===== config.mk =====
export PLATFORM = sky130hd
export DESIGN_NAME = rtc_tick_sched
export DESIGN_NICKNAME = d
export VERILOG_FILES = /design/src/rtl/rtc_tick_sched.sv
export SDC_FILE = /design/constraint.sdc
export NUM_CORES = 1
export LEC_CHECK = 0
export BUFFER_PORTS_ARGS = -buffer_cell sky130_fd_sc_hd__buf_4
export CAP_MARGIN = 20
export CORE_UTILIZATION = 63
export DETAILED_ROUTE_END_ITERATION = 8
export PLACE_DENSITY = 0.85
export SLEW_MARGIN = 20
export SYNTH_ARGS = -nofsm -noshare
export SYNTH_HDL_FRONTEND = slang
export SYNTH_SLANG_ARGS = --single-unit

===== constraint.sdc =====
create_clock -name clk -period 3.3 [get_ports clk]
set_input_delay 0.33 -clock clk [delete_from_list [all_inputs] [get_ports clk]]
set_output_delay 0.33 -clock clk [all_outputs]
set_load 0.02 [all_outputs]

===== src/rtl/rtc_tick_sched.sv =====
// Tick scheduler for the PDP-8/I variable-clock pulse datapath.
// Produces fixed-width tick pulses at a programmable interval and keeps a sticky flag for IOT skip tests.
module rtc_tick_sched #(
  parameter int CLK_HZ       = 100000000,
  parameter int DEF_FREQ     = 120000,
  parameter int PULSE_CYCLES = 9,
  parameter int CNT_W        = 23
) (
  input  logic             clk,
  input  logic             rst_n,
  input  logic             cfg_we,
  input  logic [CNT_W-1:0] cfg_period,
  input  logic             cmd_valid,
  output logic             cmd_ready,
  input  logic [1:0]       cmd_op,
  input  logic [11:0]      cmd_count,
  input  logic             flag_clr,
  output logic             tick_p,
  output logic             tick_n,
  output logic             flag,
  output logic             busy,
  output logic [1:0]       state
);

  localparam logic [CNT_W-1:0] P_DEF = CNT_W'(CLK_HZ / DEF_FREQ - 1);
  localparam logic [CNT_W-1:0] P_MIN = CNT_W'(PULSE_CYCLES);
  localparam int               PCW   = (PULSE_CYCLES > 1) ? $clog2(PULSE_CYCLES) : 1;
  localparam logic [PCW-1:0]   PC_LAST = PCW'(PULSE_CYCLES - 1);

  localparam logic [1:0] ST_IDLE  = 2'b00;
  localparam logic [1:0] ST_RUN   = 2'b01;
  localparam logic [1:0] ST_BURST = 2'b10;

  localparam logic [1:0] OP_STOP   = 2'b00;
  localparam logic [1:0] OP_RUN    = 2'b01;
  localparam logic [1:0] OP_BURST  = 2'b10;
  localparam logic [1:0] OP_SINGLE = 2'b11;

  logic [1:0]       state_q;
  logic [CNT_W-1:0] cnt_q;
  logic [CNT_W-1:0] period_q;
  logic [CNT_W-1:0] shadow_q;
  logic [12:0]      remain_q;
  logic [PCW-1:0]   pcnt_q;
  logic             tick_q;
  logic             flag_q;

  logic             cmd_fire;
  logic             counting;
  logic             wrap;
  logic             last_tick;
  logic [CNT_W-1:0] cfg_val;

  // NOTE: every always_comb output gets a default first so no path can infer a latch.
  always_comb begin
    cmd_fire  = 1'b0;
    counting  = 1'b0;
    wrap      = 1'b0;
    last_tick = 1'b0;
    cfg_val   = cfg_period;
    if (cfg_period < P_MIN) cfg_val = P_MIN;
    cmd_fire  = cmd_valid && !tick_q;
    counting  = (state_q == ST_RUN) || (state_q == ST_BURST);
    // An accepted command restarts the sequence, so it suppresses a coincident wrap.
    wrap      = counting && (cnt_q == period_q) && !cmd_fire;
    last_tick = wrap && (state_q == ST_BURST) && (remain_q == 13'd1);
  end

  // NOTE: sequential state uses non-blocking assignments so all registers update from pre-edge values.
  always_ff @(posedge clk or negedge rst_n) begin
    if (!rst_n) begin
      state_q  <= ST_IDLE;
      cnt_q    <= '0;
      remain_q <= '0;
    end else if (cmd_fire) begin
      cnt_q <= '0;
      case (cmd_op)
        OP_STOP: begin
          state_q  <= ST_IDLE;
          remain_q <= '0;
        end
        OP_RUN:    state_q <= ST_RUN;
        OP_BURST: begin
          state_q  <= ST_BURST;
          remain_q <= (cmd_count == 12'd0) ? 13'd4096 : {1'b0, cmd_count};
        end
        OP_SINGLE: begin
          state_q  <= ST_BURST;
          remain_q <= 13'd1;
        end
        default:   state_q <= ST_IDLE;
      endcase
    end else if (wrap) begin
      cnt_q <= '0;
      if (state_q == ST_BURST) remain_q <= remain_q - 13'd1;
      if (last_tick) state_q <= ST_IDLE;
    end else if (counting) begin
      cnt_q <= cnt_q + 1'b1;
    end
  end

  // New periods take effect only on a wrap (or at once when idle) so a running interval is never cut short.
  always_ff @(posedge clk or negedge rst_n) begin
    if (!rst_n) begin
      shadow_q <= P_DEF;
      period_q <= P_DEF;
    end else begin
      if (cfg_we) shadow_q <= cfg_val;
      if (state_q == ST_IDLE) period_q <= cfg_we ? cfg_val : shadow_q;
      else if (wrap)          period_q <= shadow_q;
    end
  end

  always_ff @(posedge clk or negedge rst_n) begin
    if (!rst_n) begin
      tick_q <= 1'b0;
      pcnt_q <= '0;
      flag_q <= 1'b0;
    end else begin
      if (wrap) begin
        tick_q <= 1'b1;
        pcnt_q <= PC_LAST;
      end else if (tick_q) begin
        if (pcnt_q == '0) tick_q <= 1'b0;
        else              pcnt_q <= pcnt_q - 1'b1;
      end
      if (wrap)          flag_q <= 1'b1;
      else if (flag_clr) flag_q <= 1'b0;
    end
  end

  assign tick_p    = tick_q;
  assign tick_n    = ~tick_q;
  assign flag      = flag_q;
  assign cmd_ready = !tick_q;
  assign busy      = (state_q != ST_IDLE) || tick_q;
  assign state     = state_q;

endmodule


==> impl_metrics.tcl, run 1 <==
set metrics [dict create \
    status "complete, no violations" \
    swShare_pct 36.6 \
    p_int_w 0.00243 \
    cts_resized 0 \
    cts_setup_buffers 0 \
    worstSkewPairLatency_ps 360 \
    wl_per_cell_um 16.4 \
    clockBufferDepth 2 \
    grt-ovfl-total 0 \
    finalCritPeriodShare_pct 80.5 \
    design_area_mm2 0.00531 \
    syn_to_final_growth_pct 14.3 \
    drc_errors 0 \
    synth_area_per_cell_um2 9.99 \
    grt_pass1_wl_um 16800 \
    p_leak_nw 2.36 \
    grt_pass1_vias 3526 \
    nFillCells 494 \
    cts_hold_buffers 0 \
    antenna_found_initial 0 \
    ys.flop_type "dfrtp_1" \
    final-setup-viol-count 0 \
    reg2reg_slack_ps 640 \
    p_per_area_mw_per_mm2 721 \
    hold_slack_ps 27.8 \
    track_usage_pct 28.4 \
    cp-startpoint "state[0]" \
    min_period_ps 2660 \
    max_freq_mhz 376 \
    num_antenna_cells 0 \
    synth.most_common_cell "dfrtp_1" \
    wirelength_um 10000 \
    root_buffer "clkbuf_8" \
    clk_pin_slew_ps 100 \
    worst_setup_path_start_kind "register" \
    dp_slack_ps 729 \
    finalPower_w 0.00383 \
    vias_per_cell 5.96 \
    dpl.hpwl_um 7330 \
    syn_inst 465 \
    portBuffers 48 \
    grt_max_degree 65 \
    htreeDepth 3 \
    io_pins 49 \
    synthTopCellsByCount "dfrtp_1 (84), nor2_1 (61), a21oi_1 (36), nand2_1 (35), xnor2_1 (29)" \
    drtIter0Drc 258 \
    placed_cell_area_mm2 0.00510 \
    synth_top_cell_by_area "dfrtp_1" \
    ys_seq_area_share_pct 48.7 \
    cp_max_fo 19 \
    finClkSkew_ps 15.9 \
    synth_area_leaders "dfrtp_1 (45%), xnor2_1 (5.5%), mux2_2 (5.1%), nor2_1 (4.9%), mux2i_1 (4.7%)" \
    cts.sinks 90 \
    firstDrtPassIters 7 \
    die_area_mm2 0.00772 \
    seqPwrFrac_pct 43.6 \
    endpoint "cnt_q[3]" \
    cts_inserted_buffers 9 \
    p_switching_w 0.00140 \
    num_rows 30 \
    hold_class "in2async" \
    synth_warnings 0 \
    rsz0062_at_grt "no" \
    end_kind "register" \
    place_congestion 0.882 \
    ff2ff_path_depth 7 \
    async_reset_ff_share_pct 100 \
    ir_drop_uv 450 \
    comb_power_share_pct 35.3 \
    synth_edf_count 0 \
    worst_slack_ps 644 \
    cp_data_arrival_time_ps 2860 \
    layout-drive-gt1-share_pct 19.4 \
    ant_nets 0 \
    synth_nets 514 \
    die_x_um 87.9 \
    worstReg2RegStart "state[0]" \
    fin_tns_setup_ps 0 \
    coreArea_mm2 0.00694 \
    r2r_end "cnt_q[3]" \
    synth-seq-cells 90 \
    cp.required_ps 3500 \
    fin_nets 560 \
    die_y_um 87.9 \
    ys_types 52 \
    netlist_area_mm2 0.00464 \
    hold_violations 0 \
    vias 3648 \
    cts_tree "yes" \
    slew_headroom_pct 43.4 \
    worst_pin_slew_ps 846 \
    netlist.area_leader.share_pct 45.3 \
    maxCapViolCount 0 \
    slew_violations 0 \
    worstSetupPathType "reg2reg" \
    power_frac_clock_pct 21.1 \
    initial_core_util_pct 66.9 \
]
==> routing by layer <==
| layer | track usage, % | up-vias | wire length (µm) |
|---|---|---|---|
| met3 | 4.05 | 15 | 452 |
| met4 | 9.24 | 0 | 159 |
| met2 | 45.7 | 104 | 4870 |
| met5 | 0 | - | 0 |
| met1 | 39.8 | 1794 | 4540 |
| li1 | - | 1735 | - |
==> state kept, by name, summed over array words and instances (netlist names) <==
name and cells:
cnt_q 23, flag 1, pcnt_q 4, period_q 23, remain_q 13, shadow_q 23
state 2, tick_p 1
==> critical path: stages (launching register included) <==
cell     delay [ps]
dfrtp_1         380
inv_1            80
ha_1            470
nand4_1         190
nor2_1          350
nand2_2         300
nand2_1         590
nor2_1          120
==> worst min path at each step <==
stage                     cells past startpoint  start            to  slack (ps)
after floorplan                               0  rst_n      cnt_q[0]          30
final                                         1  rst_n  remain_q[11]          30
after CTS                                     1  rst_n  remain_q[10]          90
after global placement                        1  rst_n  remain_q[11]         460
after detailed placement                      1  rst_n  remain_q[11]         470
after global routing                          1  rst_n  remain_q[10]         110
==> layout by cell type (no fill, tap or decap), types with 3 or more instances in the layout <==
cell / instances
a21oi_1: 36
a22oi_1: 5
buf_4: 53
clkbuf_8: 9
dfrtp_1: 84
dfstp_2: 6
ha_1: 7
inv_1: 14
mux2_2: 21
mux2i_1: 22
nand2_1: 35
nand3_1: 12
nand4_1: 13
nor2_1: 61
nor2b_1: 3
nor3_1: 14
nor4_1: 11
o21ai_0: 10
o22ai_1: 7
o311ai_0: 3
xnor2_1: 29
xor2_1: 16
==> logic make-up (layout without fill, tap and decap cells) <==
kind of cell,count (synthesis),count (layout),share of synthesized area (%)
AND/OR/NAND/NOR,169,169,18.0
flip-flops,90,90,48.7
AO/OA/AOI/OAI,75,75,9.73
XOR/XNOR,45,45,8.49
multiplexers,45,45,10.3
buffers and inverters,34,85,2.94
adder cells (fa/ha/maj),7,7,1.89
==> area by class of cell <==
class | instances | area [µm²] | area share (%)
Sequential cell | 90 | 2260 | 42.6
Multi-Input combinational cell | 341 | 2250 | 42.3
Timing Repair Buffer | 54 | 413 | 7.78
Clock buffer | 11 | 131 | 2.48
Tap cell | 96 | 120 | 2.26
Clock inverter | 5 | 78.8 | 1.49
Inverter | 15 | 56.3 | 1.06
==> through the flow <==
| stage | util (%) | instances |
|---|---|---|
| floorplan | - | 465 |
| global placement | 73.2 | 595 |
| detailed placement | 73.4 | 596 |
| CTS | 76.4 | 612 |
| global route | 76.4 | 612 |
| finish | 76.4 | 612 |
==> power by group through the flow <==
| stage | registers (W) | clock network, W | logic, W |
|---|---|---|---|
| after floorplan | 0.00162 | 0 | 0.00101 |
| after global placement | 0.00167 | 0 | 0.00128 |
| after detailed placement | 0.00169 | 0 | 0.00134 |
| after CTS | 0.00167 | 0.000810 | 0.00135 |
| after global routing | 0.00170 | 0.000858 | 0.00151 |
| final | 0.00167 | 0.000806 | 0.00135 |
Note: power is estimated with default switching activity, not from simulation.
==> run 2, diff against run 1 <==
ABC_AREA = 1   (was default)
CORE_UTILIZATION = 61   (was 63)
PLACE_DENSITY = 0.81   (was 0.85)
clock period = 2.45 ns   (was 3.3 ns; I/O delays follow)
==> run 2 against run 1 <==
Effect of this change: cell area increased by 20%; synthesized area grew 24%; sequential power increased by 19%; register-to-register slack got worse by 410 ps; setup slack got worse by 410 ps; critical path type unchanged.
==> impl_metrics.tcl, run 2 <==
set metrics [dict create \
    design_area_mm2 0.00639 \
    num_rows 35 \
    dpl.hpwl_um 10900 \
    placed_cell_area_mm2 0.00620 \
    coreArea_mm2 0.00920 \
    reg.largest.list "cnt_q (23), period_q (23), shadow_q (23)" \
    worstSkewPairLatency_ps 370 \
    cts_resized 0 \
    netlist_area_mm2 0.00576 \
    clockBufferDepth 2 \
    end_kind "register" \
    p_leak_nw 3.44 \
    num_antenna_cells 0 \
    seqPwrFrac_pct 44.2 \
    comb_power_share_pct 34.6 \
    cp_data_arrival_time_ps 2480 \
    initial_core_util_pct 62.7 \
    p_switching_w 0.00180 \
    layout-drive-gt1-share_pct 10.5 \
    wirelength_um 14400 \
    worstSetupPathType "reg2reg" \
    slew_violations 0 \
    place_congestion 1.02 \
    synth_warnings 0 \
    ant_nets 0 \
    synth_edf_count 0 \
    slew_headroom_pct 53.3 \
    cts.sinks 90 \
    ys.flop_type "dfrtp_1" \
    fin_nets 981 \
    fin_tns_setup_ps 0 \
    synth.most_common_cell "nand2_1" \
    htreeDepth 3 \
    maxCapViolCount 0 \
    cts_tree "yes" \
    clk_pin_slew_ps 100 \
    synth_area_leaders "dfrtp_1 (36%), nand2_1 (23%), inv_1 (7.6%), nor2_1 (6.6%), nand3_1 (4.9%)" \
    max_freq_mhz 451 \
    final_cell_mix "nand2_1 (355), inv_1 (116), nor2_1 (102)" \
    status "complete, no violations" \
    die_x_um 99.2 \
    vias 5657 \
    synth_area_per_cell_um2 6.49 \
    grt_max_degree 58 \
    use_met2_pct 50.3 \
    syn_to_final_growth_pct 10.9 \
    cts_hold_buffers 1 \
    synth_nets 937 \
    cp.required_ps 2720 \
    root_buffer "clkbuf_8" \
    swShare_pct 40.0 \
    grt-ovfl-total 0 \
    worst_setup_path_start_kind "register" \
    syn_inst 888 \
    die_y_um 99.2 \
    firstDrtPassIters 5 \
    min_period_ps 2220 \
    die_area_mm2 0.00984 \
    synth-seq-cells 90 \
    synth_top_cell_by_area "dfrtp_1" \
    met1_usage_pct 46.1 \
    track_usage_pct 31.9 \
    portBuffers 48 \
    hold_violations 0 \
    rsz0062_at_grt "no" \
    async_reset_ff_share_pct 100 \
    cts_setup_buffers 0 \
    finClkSkew_ps 20.0 \
    vias_per_cell 5.40 \
    grt_pass1_vias 5245 \
    p_int_w 0.00270 \
    finalCritPeriodShare_pct 90.5 \
    hold_class "in2reg" \
    io_pins 49 \
    netlist.area_leader.share_pct 36.5 \
    synthTopCellsByCount "nand2_1 (355), inv_1 (116), nor2_1 (102), dfrtp_1 (84), nand3_1 (57)" \
    busiest_layer "met2" \
    cts_inserted_buffers 9 \
    drc_errors 0 \
    hold_slack_ps 57.9 \
    ir_drop_uv 396 \
    wl_per_cell_um 13.8 \
    nFillCells 765 \
    ys_seq_area_share_pct 39.2 \
    finalPower_w 0.00450 \
    use_met3_pct 3.94 \
    grt_pass1_wl_um 24900 \
    final_common_cell "nand2_1" \
    worst_pin_slew_ps 701 \
    ys_types 32 \
    drtIter0Drc 431 \
    final-setup-viol-count 0 \
    cp_max_fo 22 \
    p_per_area_mw_per_mm2 703 \
    antenna_found_initial 0 \
    power_frac_clock_pct 21.2 \
]
## run 2: cell types whose count changed in the layout (fill, tap and decap cells not counted), sizes merged, moves of 6 or more
| cell | before | now |
|---|---|---|
| a21oi | 36 | 8 |
| nand3 | 13 | 58 |
| xor2 | 16 | 10 |
| mux2i | 22 | 0 |
| xnor2 | 29 | 1 |
| o22ai | 7 | 0 |
| nand4 | 13 | 22 |
| o21ai | 10 | 48 |
| nor4 | 12 | 1 |
| nand2 | 36 | 360 |
| inv | 14 | 124 |
| mux2 | 23 | 0 |
| nor2 | 61 | 105 |
## run 2: layout make-up
| cell class | instances | area, µm² | area share (%) |
|---|---|---|---|
| Tap cell | 111 | 139 | 2.17 |
| Inverter | 124 | 465 | 7.28 |
| Clock buffer | 11 | 141 | 2.21 |
| Sequential cell | 90 | 2260 | 35.4 |
| Clock inverter | 5 | 37.5 | 0.587 |
| Multi-Input combinational cell | 648 | 2890 | 45.2 |
| Timing Repair Buffer | 59 | 458 | 7.17 |
## run 2: power groups by stage
stage                     Clock (W)  Combinational (W)  Sequential (W)
final                      0.000951            0.00156         0.00199
after global routing        0.00102            0.00180         0.00201
after CTS                  0.000972            0.00153         0.00197
after detailed placement          0            0.00152         0.00200
after global placement            0            0.00147         0.00199
after floorplan                   0            0.00117         0.00192
## run 2: cell families after synthesis
family,share of synthesized area [%]
buf+inv,10.7
compound gates,5.49
flops,39.2
fa+ha+maj,1.52
xor+xnor,1.67
simple gates,41.4
## run 2: critical path, stage by stage (launching register included)
cell and delay, ps:
dfrtp_1 410, inv_1 60, ha_1 450, nand2_1 90
nor2_1 110, nand2_1 90, nor2_4 170, nand3_4 120
nand2_4 270, nand2_4 180, nand2_1 120, nand2_1 50
## run 2: worst paths after layout
kind / cells after the start / from / end / slack [ps]
min: 2 / flag_clr / flag / 60
max reg2reg: 11 / state[1] / remain_q[5] / 230
min reg2reg: 2 / period_q[6] / period_q[6] / 510
min in group asynchronous: 2 / rst_n / cnt_q[4] / 360
max: 11 / state[1] / remain_q[5] / 230
max in group asynchronous: 3 / rst_n / period_q[8] / 1390
## run 2: per-stage QoR
step | util [%] | worst slack (ps) | std cells
finish | 69.5 | 234 | 1048
floorplan | - | 531 | 888
CTS | 69.5 | 214 | 1048
global route | 69.5 | 108 | 1048
global placement | 67.4 | 335 | 1031
detailed placement | 67.4 | 222 | 1031
## run 2: per-layer routing
layer  wire, µm  vias to the layer above  part of all wire [%]
li1           -                     2831                     -
met1       6610                     2561                    46
met2       6460                      230                    45
met3       1030                       35                   7.1
met4        323                        0                   2.2
met5          0                        -                     0
